[config.mk]
export PLATFORM = sky130hd
export DESIGN_NAME = reset_sequencer
export DESIGN_NICKNAME = d
export VERILOG_FILES = /design/src/rtl/reset_seq_pkg.sv /design/src/rtl/reset_filter.sv /design/src/rtl/reset_sequencer.sv
export SDC_FILE = /design/constraint.sdc
export NUM_CORES = 1
export LEC_CHECK = 0
export BUFFER_PORTS_ARGS = -buffer_cell sky130_fd_sc_hd__buf_2
export CAP_MARGIN = 30
export CORE_ASPECT_RATIO = 1.1
export CORE_MARGIN = 3
export CORE_UTILIZATION = 49
export DETAILED_ROUTE_END_ITERATION = 8
export PLACE_DENSITY = 0.7
export SLEW_MARGIN = 20
export SYNTH_ARGS = -nofsm -noshare
export SYNTH_HDL_FRONTEND = slang
export SYNTH_HIERARCHICAL = 1
export SYNTH_SLANG_ARGS = --single-unit
[constraint.sdc]
create_clock -name clk -period 1.15 [get_ports clk]
set_clock_uncertainty 0.2 [all_clocks]
set_input_delay 0.115 -clock clk [delete_from_list [all_inputs] [get_ports clk]]
set_output_delay 0.115 -clock clk [all_outputs]
set_load 0.005 [all_outputs]
[src/rtl/reset_seq_pkg.sv]
// Shared definitions for the staged reset sequencer: state encoding, stage
// count and the stage-select helper.
package reset_seq_pkg;

  typedef enum logic [1:0] {
    HOLD = 2'd0,
    WAIT = 2'd1,
    RUN  = 2'd2
  } seq_state_e;

  localparam int unsigned NUM_STAGES = 3;
  localparam logic [1:0]  LAST_IDX   = 2'(NUM_STAGES - 1);

  // One-hot release mask for stage idx; indices past the last stage give zero.
  function automatic logic [NUM_STAGES-1:0] stage_bit(input logic [1:0] idx);
    logic [NUM_STAGES-1:0] m;
    m = '0;
    for (int i = 0; i < int'(NUM_STAGES); i++) begin
      if (idx == 2'(i)) m[i] = 1'b1;
    end
    return m;
  endfunction

endpackage

[src/rtl/reset_filter.sv]
// Two-flop synchronizer plus glitch filter for the external active-low reset pin.
// The filtered level only flips after FILTER_LEN consecutive opposing samples.
module reset_filter #(
  parameter int FILTER_LEN = 4
) (
  input  logic clk,
  input  logic rst_n,
  input  logic ext_resetb,
  output logic filt_resetb
);

  localparam int CNT_W = $clog2(FILTER_LEN + 1);

  logic             sync0_q;
  logic             sync1_q;
  logic             filt_q;
  logic [CNT_W-1:0] cnt_q;

  always_ff @(posedge clk or negedge rst_n) begin
    if (!rst_n) begin
      sync0_q <= 1'b0;
      sync1_q <= 1'b0;
      filt_q  <= 1'b0;
      cnt_q   <= '0;
    end else begin
      sync0_q <= ext_resetb;
      sync1_q <= sync0_q;
      // Any sample agreeing with the current level restarts the run count.
      if (sync1_q == filt_q) begin
        cnt_q <= '0;
      end else if (cnt_q == CNT_W'(FILTER_LEN - 1)) begin
        filt_q <= sync1_q;
        cnt_q  <= '0;
      end else begin
        cnt_q <= cnt_q + CNT_W'(1);
      end
    end
  end

  assign filt_resetb = filt_q;

endmodule

[src/rtl/reset_sequencer.sv]
// Staged reset sequencer: releases three active-low resets in order, each after
// cfg_delay+1 cycles, with soft and external reset re-entry.
module reset_sequencer
  import reset_seq_pkg::*;
#(
  parameter int DELAY_W    = 8,
  parameter int FILTER_LEN = 4
) (
  input  logic               clk,
  input  logic               resetb,
  input  logic               ext_resetb,
  input  logic               soft_req,
  input  logic [DELAY_W-1:0] cfg_delay,
  output logic [2:0]         rstn_out,
  output logic               soft_ack,
  output logic               seq_busy,
  output logic               done
);

  logic [1:0]         rst_sync_q;
  logic               rst_n_int;
  logic               filt_resetb;
  seq_state_e         state_q;
  logic [1:0]         idx_q;
  logic [DELAY_W-1:0] cnt_q;
  logic [2:0]         rstn_q;
  logic               ack_q;
  logic               busy_q;
  logic               done_q;

  // Assert asynchronously, release two edges after resetb rises.
  always_ff @(posedge clk or negedge resetb) begin
    if (!resetb) rst_sync_q <= 2'b00;
    else         rst_sync_q <= {rst_sync_q[0], 1'b1};
  end

  assign rst_n_int = rst_sync_q[1];

  reset_filter #(
    .FILTER_LEN (FILTER_LEN)
  ) u_filter (
    .clk         (clk),
    .rst_n       (rst_n_int),
    .ext_resetb  (ext_resetb),
    .filt_resetb (filt_resetb)
  );

  always_ff @(posedge clk or negedge rst_n_int) begin
    if (!rst_n_int) begin
      state_q <= HOLD;
      idx_q   <= 2'd0;
      cnt_q   <= '0;
      rstn_q  <= 3'b000;
      ack_q   <= 1'b0;
      busy_q  <= 1'b0;
      done_q  <= 1'b0;
    end else begin
      ack_q <= 1'b0;
      // Filtered external reset overrides everything, including soft_req.
      if (!filt_resetb) begin
        state_q <= HOLD;
        idx_q   <= 2'd0;
        cnt_q   <= cfg_delay;
        rstn_q  <= 3'b000;
        busy_q  <= 1'b0;
        done_q  <= 1'b0;
      end else begin
        case (state_q)
          HOLD: begin
            rstn_q  <= 3'b000;
            cnt_q   <= cfg_delay;
            idx_q   <= 2'd0;
            state_q <= WAIT;
            busy_q  <= 1'b1;
            done_q  <= 1'b0;
          end
          WAIT: begin
            if (cnt_q != '0) begin
              cnt_q <= cnt_q - DELAY_W'(1);
            end else begin
              rstn_q <= rstn_q | stage_bit(idx_q);
              cnt_q  <= cfg_delay;
              if (idx_q == LAST_IDX) begin
                state_q <= RUN;
                busy_q  <= 1'b0;
                done_q  <= 1'b1;
              end else begin
                idx_q <= idx_q + 2'd1;
              end
            end
          end
          RUN: begin
            if (soft_req) begin
              state_q <= HOLD;
              rstn_q  <= 3'b000;
              ack_q   <= 1'b1;
              done_q  <= 1'b0;
            end
          end
          default: begin
            state_q <= HOLD;
            rstn_q  <= 3'b000;
            busy_q  <= 1'b0;
            done_q  <= 1'b0;
          end
        endcase
      end
    end
  end

  assign rstn_out = rstn_q;
  assign soft_ack = ack_q;
  assign seq_busy = busy_q;
  assign done     = done_q;

endmodule

* After elaboration in Yosys (flattened, before gate mapping)
Index checks and enable logic that the tools add are counted.
Cells by class: add/subtract/negate cells 3, equal/unequal tests 12, mux-type cells 42, bitwise gates (word level) 2, reduce and logical (&&, ||, !) cells 8
Operators by type and width (count):
- 2-to-1 mux 1 bit | 22
- 2-to-1 mux 8 bit | 2
- case mux 8 bit (2 select lines) | 1
- 2-to-1 mux 3 bit | 5
- != test 3 bit (second input constant) | 5
- 2-to-1 mux 2 bit | 7
- AND reduction 3 bit | 3
- nonzero test 8 bit | 1
- subtractor 8 x 1 -> 8 bit (second input constant) | 1
- case mux 2 bit (3 select lines) | 1
- case mux 3 bit (2 select lines) | 1
- == test 2 x 1 -> 1 bit (second input constant) | 2
- == test 2 bit (second input constant) | 2
- zero test 2 bit | 2
- case mux 2 bit (2 select lines) | 1
- AND reduction 2 bit | 2
- adder 3 x 1 -> 3 bit (second input constant) | 1
- == test 3 x 2 -> 1 bit (second input constant) | 1
- OR 3 bit | 1
- case mux 1 bit (3 select lines) | 1
- adder 2 x 1 -> 2 bit (second input constant) | 1
- != test 2 bit (second input constant) | 1
- case mux 1 bit (2 select lines) | 1
- == test 1 bit | 1
- NOT 1 bit | 1
Storage, ports and cells: flip-flop bits (word level) 26, input bits 12, output and inout bits 6

* Longest topological paths before layout
Gate-level depths: netlist of run 1.
depth after elaboration 9, depth in mapped cells 7, depth with buffers taken out 6

* By module
Netlist of run 1, hierarchy kept.
By module, submodules not included:
- reset_sequencer | times used 1, cells each 103, area an instance 1042.2 um^2, sequential area each 475.5 um^2
- reset_filter | times used 1, cells each 13, area an instance 216.5 um^2, sequential area each 150.1 um^2

* Worst setup path before layout of run 1
OpenSTA, ideal clock, no wires.
kind reg2reg, start register, netlist name cnt_q[0], end register idx_q[0], data arrival time 1.507 ns, data required time 0.863 ns, slack -0.643 ns, cell stages (with the launch flop) 7, period minus slack after synthesis 1.793 ns, cell sequence dfrtp_1 > inv_1 > ha_1 > nor4b_4 > a21oi_2 > or4_1 > o211ai_1
RTL lines:
- end signal, assigned | line reset_sequencer.sv:88 | idx_q <= idx_q + 2'd1;
- end, declared | line reset_sequencer.sv:24 | logic [1:0] idx_q;

==> summary.txt, run 1 <==
Detailed routing
  – Number of nets with antenna violations after detailed routing: 0
  – Total wire length: 6430 µm
  – First-iteration detailed-routing DRC count: 144
  – Routed via count divided by cell count: 6.705
  – DR pass1 iterations: 5
  – Average wire per cell in the routed design: 27.48 µm
  – Routed via count: 1569
  – Remaining DRCs: 0

Logic synthesis
  – Mean cell area of the mapped netlist: 10.85 µm²
  – Ranking of synthesized cells by instance count: sky130_fd_sc_hd__dfrtp_1, sky130_fd_sc_hd__a21oi_1, sky130_fd_sc_hd__o21ai_0
  – Number of flops mapped to enable cells by yosys: 0
  – Number of cells produced by synthesis: 116
  – Most instantiated library cell after synthesis: sky130_fd_sc_hd__dfrtp_1
  – Async set-or-reset flop fraction in the synthesized netlist: 100.0%
  – Cell taking the most area after synthesis: sky130_fd_sc_hd__dfrtp_1
  – Count of unique library cells instantiated by Yosys: 43
  – Part of the Yosys area used for sequential elements: 49.70%
  – Warnings from Yosys: 6
  – Fraction of post-synthesis cell area in the top cell type by area: 49.70%
  – Syn Std Cell Area: 0.001259 mm²
  – Flip-flop cell with the highest count after synthesis: sky130_fd_sc_hd__dfrtp_1
  – Total nets after synthesis: 134
  – Seq cells post-synth: 25
  – Cell types occupying the most area after synthesis: sky130_fd_sc_hd__dfrtp_1, sky130_fd_sc_hd__ha_1, sky130_fd_sc_hd__a21oi_1

CTS
  – Clock-pin slew reported for the worst setup and hold paths after clock tree synthesis: 0.16 ns
  – Number of buffers created by CTS: 3
  – TritonCTS Sinks: 25
  – Worst-Skew Late Latency: 0.34 ns
  – CTS H-tree depth: 1
  – Cell at the root of the clock tree: sky130_fd_sc_hd__clkbuf_4
  – Buffer depth of the longest clock path: 2
  – Clock tree from TritonCTS: done

STA
  – Final Cycle Share: 181.1%
  – Count of endpoints failing setup in the final report: 27
  – Count of final hold-check violations: 0
  – Post-layout minimum cycle time: 2.082 ns
  – Setup slack after layout: -0.9324 ns
  – Final number of max-transition violations: 0
  – Max Freq: 480.2 MHz
  – Setup repair after global routing missed its margin: true

Placed design
  – Placement Cell Area: 0.001647 mm²
  – Place WS: -0.7017 ns
  – Post-detail-place hpwl: 2382 µm
  – Gpl congestion: 0.8505
  – Number of buffers added on ports: 17
  – Placed insts: 195

Floorplanning
  – Die H: 59.16 µm
  – Effective utilization at floorplan: 53.74%
  – Die X-Extent: 54.33 µm
  – Die footprint: 0.003214 mm²
  – Core area: 0.002342 mm²
  – Row Count: 18
  – Top-level port count: 18

Global route
  – Largest net degree at the start of global routing: 17
  – Via count of the first global-routing pass: 1492
  – Initial antenna violation count: 0
  – Total GRT Usage: 33.83%
  – Total overflow reported by the global router: 0
  – Global-route wire length before repair: 7672 µm

Critical path
  – Critical path peak fanout: 2
  – Worst Reg-to-Reg Cells: 7
  – Crit Path Class: flop to flop
  – Capture point of the worst reg-to-reg path: cnt_q[6]$_DFFE_PN0N_
  – Startpoint Class: flop
  – Kind of capture point of the worst setup path: flop
  – Required time at the worst-slack endpoint: 1.20 ns
  – Worst reg2reg startpoint: cnt_q[1]$_DFFE_PN0N_
  – Minimum setup slack among reg-to-reg paths: -0.93 ns
  – WP data arrival: 2.13 ns

Layout
  – Layout fillers: 39
  – Final layout net count: 223
  – Sequential Area: 626.9 µm²
  – Area of the multi-input gates: 820.8 µm²
  – Final Non-Filler Cells: 234
  – Area delta synth->final: 80.42%
  – Final design instance area without fill: 0.002271 mm²
  – Layout cell share with drive strength beyond 1: 59.80%
  – Number of antenna repair diodes: 0

Run status
  – Result of the run: complete, but fails checks
  – Violated checks: setup timing

Power
  – Cell area power density: 2236 mW/mm²
  – Internal power component: 0.002889 W
  – Part of the total power dissipated in sequential elements: 28.9%
  – LEAKAGE: 1.044 nW
  – Clock power share: 8.4%
  – Combinational power share: 62.7%
  – Net switching power of the design: 0.002188 W
  – Share of total power consumed by net switching: 43.09%
  – VDD IR max: 1.833 mV

Worst hold path
  – Hold crit path type: flop to async pin

Flow run
  – Max-cap check violation count: 0
sequential cells by signal, indices dropped and copies added (netlist names):
| name | cells |
|---|---|
| cnt_q | 8 |
| seq_busy | 1 |
| u_filter/filt_resetb | 1 |
| u_filter/cnt_q | 3 |
| state_q | 2 |
| rstn_out | 3 |
| u_filter/sync1_q | 1 |
| u_filter/sync0_q | 1 |
| rst_sync_q | 2 |
| soft_ack | 1 |
| idx_q | 2 |
worst max-delay path by stage:
stage / from / endpoint / slack, ns / cells past startpoint
after floorplan: cnt_q[0]$_DFFE_PN0N_ / idx_q[0]$_DFFE_PN0P_ / -0.61 / 6
after global placement: cnt_q[0]$_DFFE_PN0N_ / cnt_q[6]$_DFFE_PN0N_ / -0.61 / 6
after detailed placement: cnt_q[0]$_DFFE_PN0N_ / cnt_q[6]$_DFFE_PN0N_ / -0.70 / 6
after CTS: cnt_q[0]$_DFFE_PN0N_ / cnt_q[4]$_DFFE_PN0N_ / -0.71 / 7
after global routing: cnt_q[1]$_DFFE_PN0N_ / cnt_q[7]$_DFFE_PN0N_ / -1.03 / 7
final: cnt_q[1]$_DFFE_PN0N_ / cnt_q[6]$_DFFE_PN0N_ / -0.93 / 7
critical path, cell delays in order, from the launching register on:
cell and delay [ns]:
sky130_fd_sc_hd__dfrtp_1 0.42, sky130_fd_sc_hd__inv_2 0.10, sky130_fd_sc_hd__buf_4 0.13, sky130_fd_sc_hd__ha_4 0.13
sky130_fd_sc_hd__or4b_4 0.48, sky130_fd_sc_hd__a211oi_2 0.30, sky130_fd_sc_hd__a32oi_2 0.10, sky130_fd_sc_hd__o21ai_1 0.13
layout by cell type (no fill, tap or decap), types with 2 or more instances in the layout:
cell / count
sky130_fd_sc_hd__dfrtp_1: 24
sky130_fd_sc_hd__clkbuf_4: 3
sky130_fd_sc_hd__nand3_1: 4
sky130_fd_sc_hd__o21ai_1: 4
sky130_fd_sc_hd__buf_6: 13
sky130_fd_sc_hd__and3_1: 2
sky130_fd_sc_hd__nand2_1: 2
sky130_fd_sc_hd__buf_4: 45
sky130_fd_sc_hd__o21ai_2: 4
sky130_fd_sc_hd__ha_1: 3
sky130_fd_sc_hd__o211ai_1: 4
sky130_fd_sc_hd__a31oi_4: 2
sky130_fd_sc_hd__nor3_1: 2
sky130_fd_sc_hd__a22oi_1: 2
sky130_fd_sc_hd__buf_2: 16
sky130_fd_sc_hd__a21oi_2: 6
sky130_fd_sc_hd__nand4b_1: 2
sky130_fd_sc_hd__nand2b_1: 2
sky130_fd_sc_hd__ha_4: 2
sky130_fd_sc_hd__inv_1: 5
sky130_fd_sc_hd__a21oi_1: 3
sky130_fd_sc_hd__nand2_4: 2
sky130_fd_sc_hd__dlygate4sd3_1: 13
sky130_fd_sc_hd__nor3b_2: 2
sky130_fd_sc_hd__inv_2: 2
timing repair:
| item | in CTS | in global routing |
|---|---|---|
| pin swaps | 19 | 8 |
| hold buffers | 13 | 0 |
| setup endpoints to repair | 27 | 27 |
| hold endpoints to repair | 19 | 0 |
| setup buffers | 17 | 7 |
| resized for setup | 43 | 21 |
cells by family (layout without fill, tap and decap cells):
kind of cell	after synthesis	count (layout)	synth area share [%]
simple gates	33	33	19.09
buf+inv	12	100	3.877
fa+ha+maj	6	6	5.964
xor+xnor	1	1	0.6960
flops	25	25	49.70
mux	1	1	0.8946
compound gates	37	37	19.48
other cells	1	1	0.2979
layout make-up:
class / count / area share [%]
clock buffers: 3 / 0.9917
clock inverters: 1 / 0.3306
inverters: 7 / 1.157
multi-input cells: 79 / 36.14
flip-flops and latches: 25 / 27.60
well taps: 30 / 1.653
repair buffers: 89 / 32.12
metal layers:
metal	GRT usage, %	part of all wire, %
met2	56.75	46
met5	0	0
met4	14.59	7.4
met3	5.542	11
met1	42.00	35
power by group through the flow:
stage                     clock network, W  registers, W  logic [W]
after floorplan                          0       0.00141   0.000843
after global placement                   0       0.00137    0.00169
after detailed placement                 0       0.00138    0.00178
after CTS                         0.000429       0.00139    0.00237
after global routing              0.000474       0.00148    0.00322
final                             0.000428       0.00147    0.00318
stage by stage:
| step | hold WS (ns) | setup TNS [ns] | total power (W) | utilization (%) |
|---|---|---|---|---|
| finish | 0.04530 | -14.07 | 0.005077 | 96.96 |
| global route | 0.07250 | -15.14 | 0.005180 | 96.96 |
| CTS | 0.01358 | -11.01 | 0.004188 | 90.33 |
| detailed placement | -0.2991 | -9.674 | 0.003165 | 70.30 |
| global placement | -0.3008 | -8.631 | 0.003065 | 70.30 |
| floorplan | -0.3806 | -7.878 | 0.002248 | - |
Power figures use the tool's default switching activity.
==> run 2: changes to the inputs <==
--- a/config.mk
+++ b/config.mk
@@ -7,7 +7,6 @@
 export LEC_CHECK = 0
 export BUFFER_PORTS_ARGS = -buffer_cell sky130_fd_sc_hd__buf_2
 export CAP_MARGIN = 30
-export CORE_ASPECT_RATIO = 1.1
 export CORE_MARGIN = 3
 export CORE_UTILIZATION = 49
 export DETAILED_ROUTE_END_ITERATION = 8
==> run 2 against run 1 <==
Via count fell by 16%. The flow still finishes with violations (setup timing). Combinational power fell by 24%. Sequential share of layout area rose by 2.4 points. Wire length fell by 34%.
==> summary.txt, run 2 (synthesis gave the netlist of run 1 again) <==
CTS
  – TritonCTS Sinks: 25
  – Cell at the root of the clock tree: sky130_fd_sc_hd__clkbuf_4
  – Buffer depth of the longest clock path: 2
  – Number of buffers created by CTS: 3
  – Clock-pin slew reported for the worst setup and hold paths after clock tree synthesis: 0.16 ns
  – Clock tree from TritonCTS: done
  – CTS H-tree depth: 1
  – Worst-Skew Late Latency: 0.34 ns

Placed design
  – Post-detail-place hpwl: 2178 µm
  – Number of buffers added on ports: 17
  – Gpl congestion: 0.8289
  – Placement Cell Area: 0.001637 mm²

Critical path
  – Master of the slowest instance on the critical path: sky130_fd_sc_hd__dfrtp_1
  – Capture point of the worst reg-to-reg path: cnt_q[4]$_DFFE_PN0N_
  – Minimum setup slack among reg-to-reg paths: -0.77 ns
  – Worst reg2reg startpoint: cnt_q[0]$_DFFE_PN0N_
  – Worst-path cell chain: inv_2 > ha_2 > nor4b_4 > buf_4 > a21o_4 > and3_1 > a211o_1
  – Startpoint Class: flop
  – Critical path peak fanout: 6
  – Required time at the worst-slack endpoint: 1.20 ns
  – WP data arrival: 1.97 ns
  – Kind of capture point of the worst setup path: flop
  – Longest individual stage delay on the worst path: 0.41 ns
  – Crit Path Class: flop to flop
  – Worst Reg-to-Reg Cells: 7

Layout
  – Area delta synth->final: 65.90%
  – Register bank with the most flops: cnt_q
  – Commonest cells after routing, fill and taps aside: sky130_fd_sc_hd__buf_4, sky130_fd_sc_hd__dfrtp_1, sky130_fd_sc_hd__buf_2
  – Commonest non-fill, non-tap cell in the layout: sky130_fd_sc_hd__buf_4
  – Largest register FFs: 8
  – Sequential Area: 626.9 µm²
  – Layout fillers: 89
  – Area of the multi-input gates: 724.4 µm²
  – Final design instance area without fill: 0.002088 mm²
  – Final layout net count: 215
  – Number of antenna repair diodes: 0
  – Layout cell share with drive strength beyond 1: 50.51%

Global route
  – Largest net degree at the start of global routing: 24
  – Initial antenna violation count: 0
  – Total overflow reported by the global router: 0
  – Total GRT Usage: 25.71%
  – Global-route wire length before repair: 6327 µm
  – Via count of the first global-routing pass: 1327

Run status
  – Result of the run: complete, but fails checks
  – Violated checks: setup timing

Power
  – Total power draw: 0.004284 W
  – LEAKAGE: 0.9803 nW
  – Cell area power density: 2051 mW/mm²
  – VDD IR max: 1.609 mV

Floorplanning
  – Die X-Extent: 56.69 µm
  – Die H: 56.69 µm
  – Effective utilization at floorplan: 54.29%
  – Die footprint: 0.003213 mm²
  – Top-level port count: 18
  – Row Count: 17
  – Core area: 0.002318 mm²

Detailed routing
  – First-iteration detailed-routing DRC count: 69
  – Total wire length: 4234 µm
  – Routed via count divided by cell count: 5.902
  – Routed via count: 1322
  – DR pass1 iterations: 4
  – Number of nets with antenna violations after detailed routing: 0
  – Remaining DRCs: 0
  – Average wire per cell in the routed design: 18.90 µm

Flow run
  – Max-cap check violation count: 0

Worst hold path
  – Hold crit path type: flop to async pin

STA
  – Count of final hold-check violations: 0
  – Post-layout minimum cycle time: 1.921 ns
  – Final Cycle Share: 167.0%
  – Max Freq: 520.7 MHz
  – Count of endpoints failing setup in the final report: 26
  – Setup slack after layout: -0.7705 ns
  – Setup repair after global routing missed its margin: true
  – Final number of max-transition violations: 0
==> run 2: worst max-delay path by stage <==
stage                         startpoint              endpoint  slack, ns  depth (start not counted)
finish              cnt_q[0]$_DFFE_PN0N_  cnt_q[4]$_DFFE_PN0N_      -0.77                          7
CTS                 cnt_q[0]$_DFFE_PN0N_  idx_q[0]$_DFFE_PN0P_      -0.73                          6
global placement    cnt_q[0]$_DFFE_PN0N_  cnt_q[6]$_DFFE_PN0N_      -0.66                          6
floorplan           cnt_q[0]$_DFFE_PN0N_  idx_q[0]$_DFFE_PN0P_      -0.61                          6
global route        cnt_q[0]$_DFFE_PN0N_  cnt_q[4]$_DFFE_PN0N_      -0.81                          7
detailed placement  cnt_q[0]$_DFFE_PN0N_  cnt_q[6]$_DFFE_PN0N_      -0.77                          6
==> run 2: worst max-delay path, delay by kind of cell (launching register included) <==
kind	cells	cell delay, ns
AO/OA/AOI/OAI	2	0.49
AND/OR/NAND/NOR	2	0.31
adder cells (fa/ha/maj)	1	0.18
buffers and inverters	2	0.24
flip-flops	1	0.41
==> run 2: final cells by class <==
cell class              count  area share, %
clock buffers               3          1.078
clock inverters             1         0.2397
inverters                   7          1.258
multi-input cells          79          34.69
flip-flops and latches     25          30.02
well taps                  28          1.678
repair buffers             81          31.04
==> run 2: timing repair <==
item | 4_1_cts | 5_1_grt
resized for setup | 23 | 16
endpoints found under the hold margin | 12 | 0
hold buffers | 12 | 0
endpoints found under the setup margin | 27 | 27
buffers inserted | 10 | 10
pin swaps | 6 | 10
==> run 2: through the flow <==
| step | setup WS (ns) | utilization, % | cells | setup TNS (ns) | hold slack (ns) |
|---|---|---|---|---|---|
| 6_report | -0.7705 | 90.07 | 224 | -12.07 | 0.008473 |
| 5_1_grt | -0.8130 | 90.07 | 224 | -13.37 | 0.07104 |
| 4_1_cts | -0.7291 | 84.57 | 217 | -11.34 | 0.007978 |
| 3_5_place_dp | -0.7704 | 70.59 | 192 | -10.03 | -0.2993 |
| 3_3_place_gp | -0.6572 | 70.59 | 192 | -9.145 | -0.3013 |
| 2_1_floorplan | -0.6142 | - | 116 | -7.878 | -0.3806 |
==> run 2: routing by layer <==
| layer | up-vias | wire length, µm | share of wire [%] | global-route usage (%) |
|---|---|---|---|---|
| li1 | 595 | - | - | - |
| met4 | 0 | 134 | 3.2 | 12.20 |
| met3 | 15 | 353 | 8.3 | 4.138 |
| met5 | - | 0 | 0 | 0 |
| met2 | 73 | 2068 | 49 | 41.91 |
| met1 | 639 | 1678 | 40 | 32.95 |
==> run 2: power breakdown <==
part           switching [W]  internal (W)
clock network       0.000297      0.000131
logic                0.00110       0.00134
registers           0.000292       0.00113
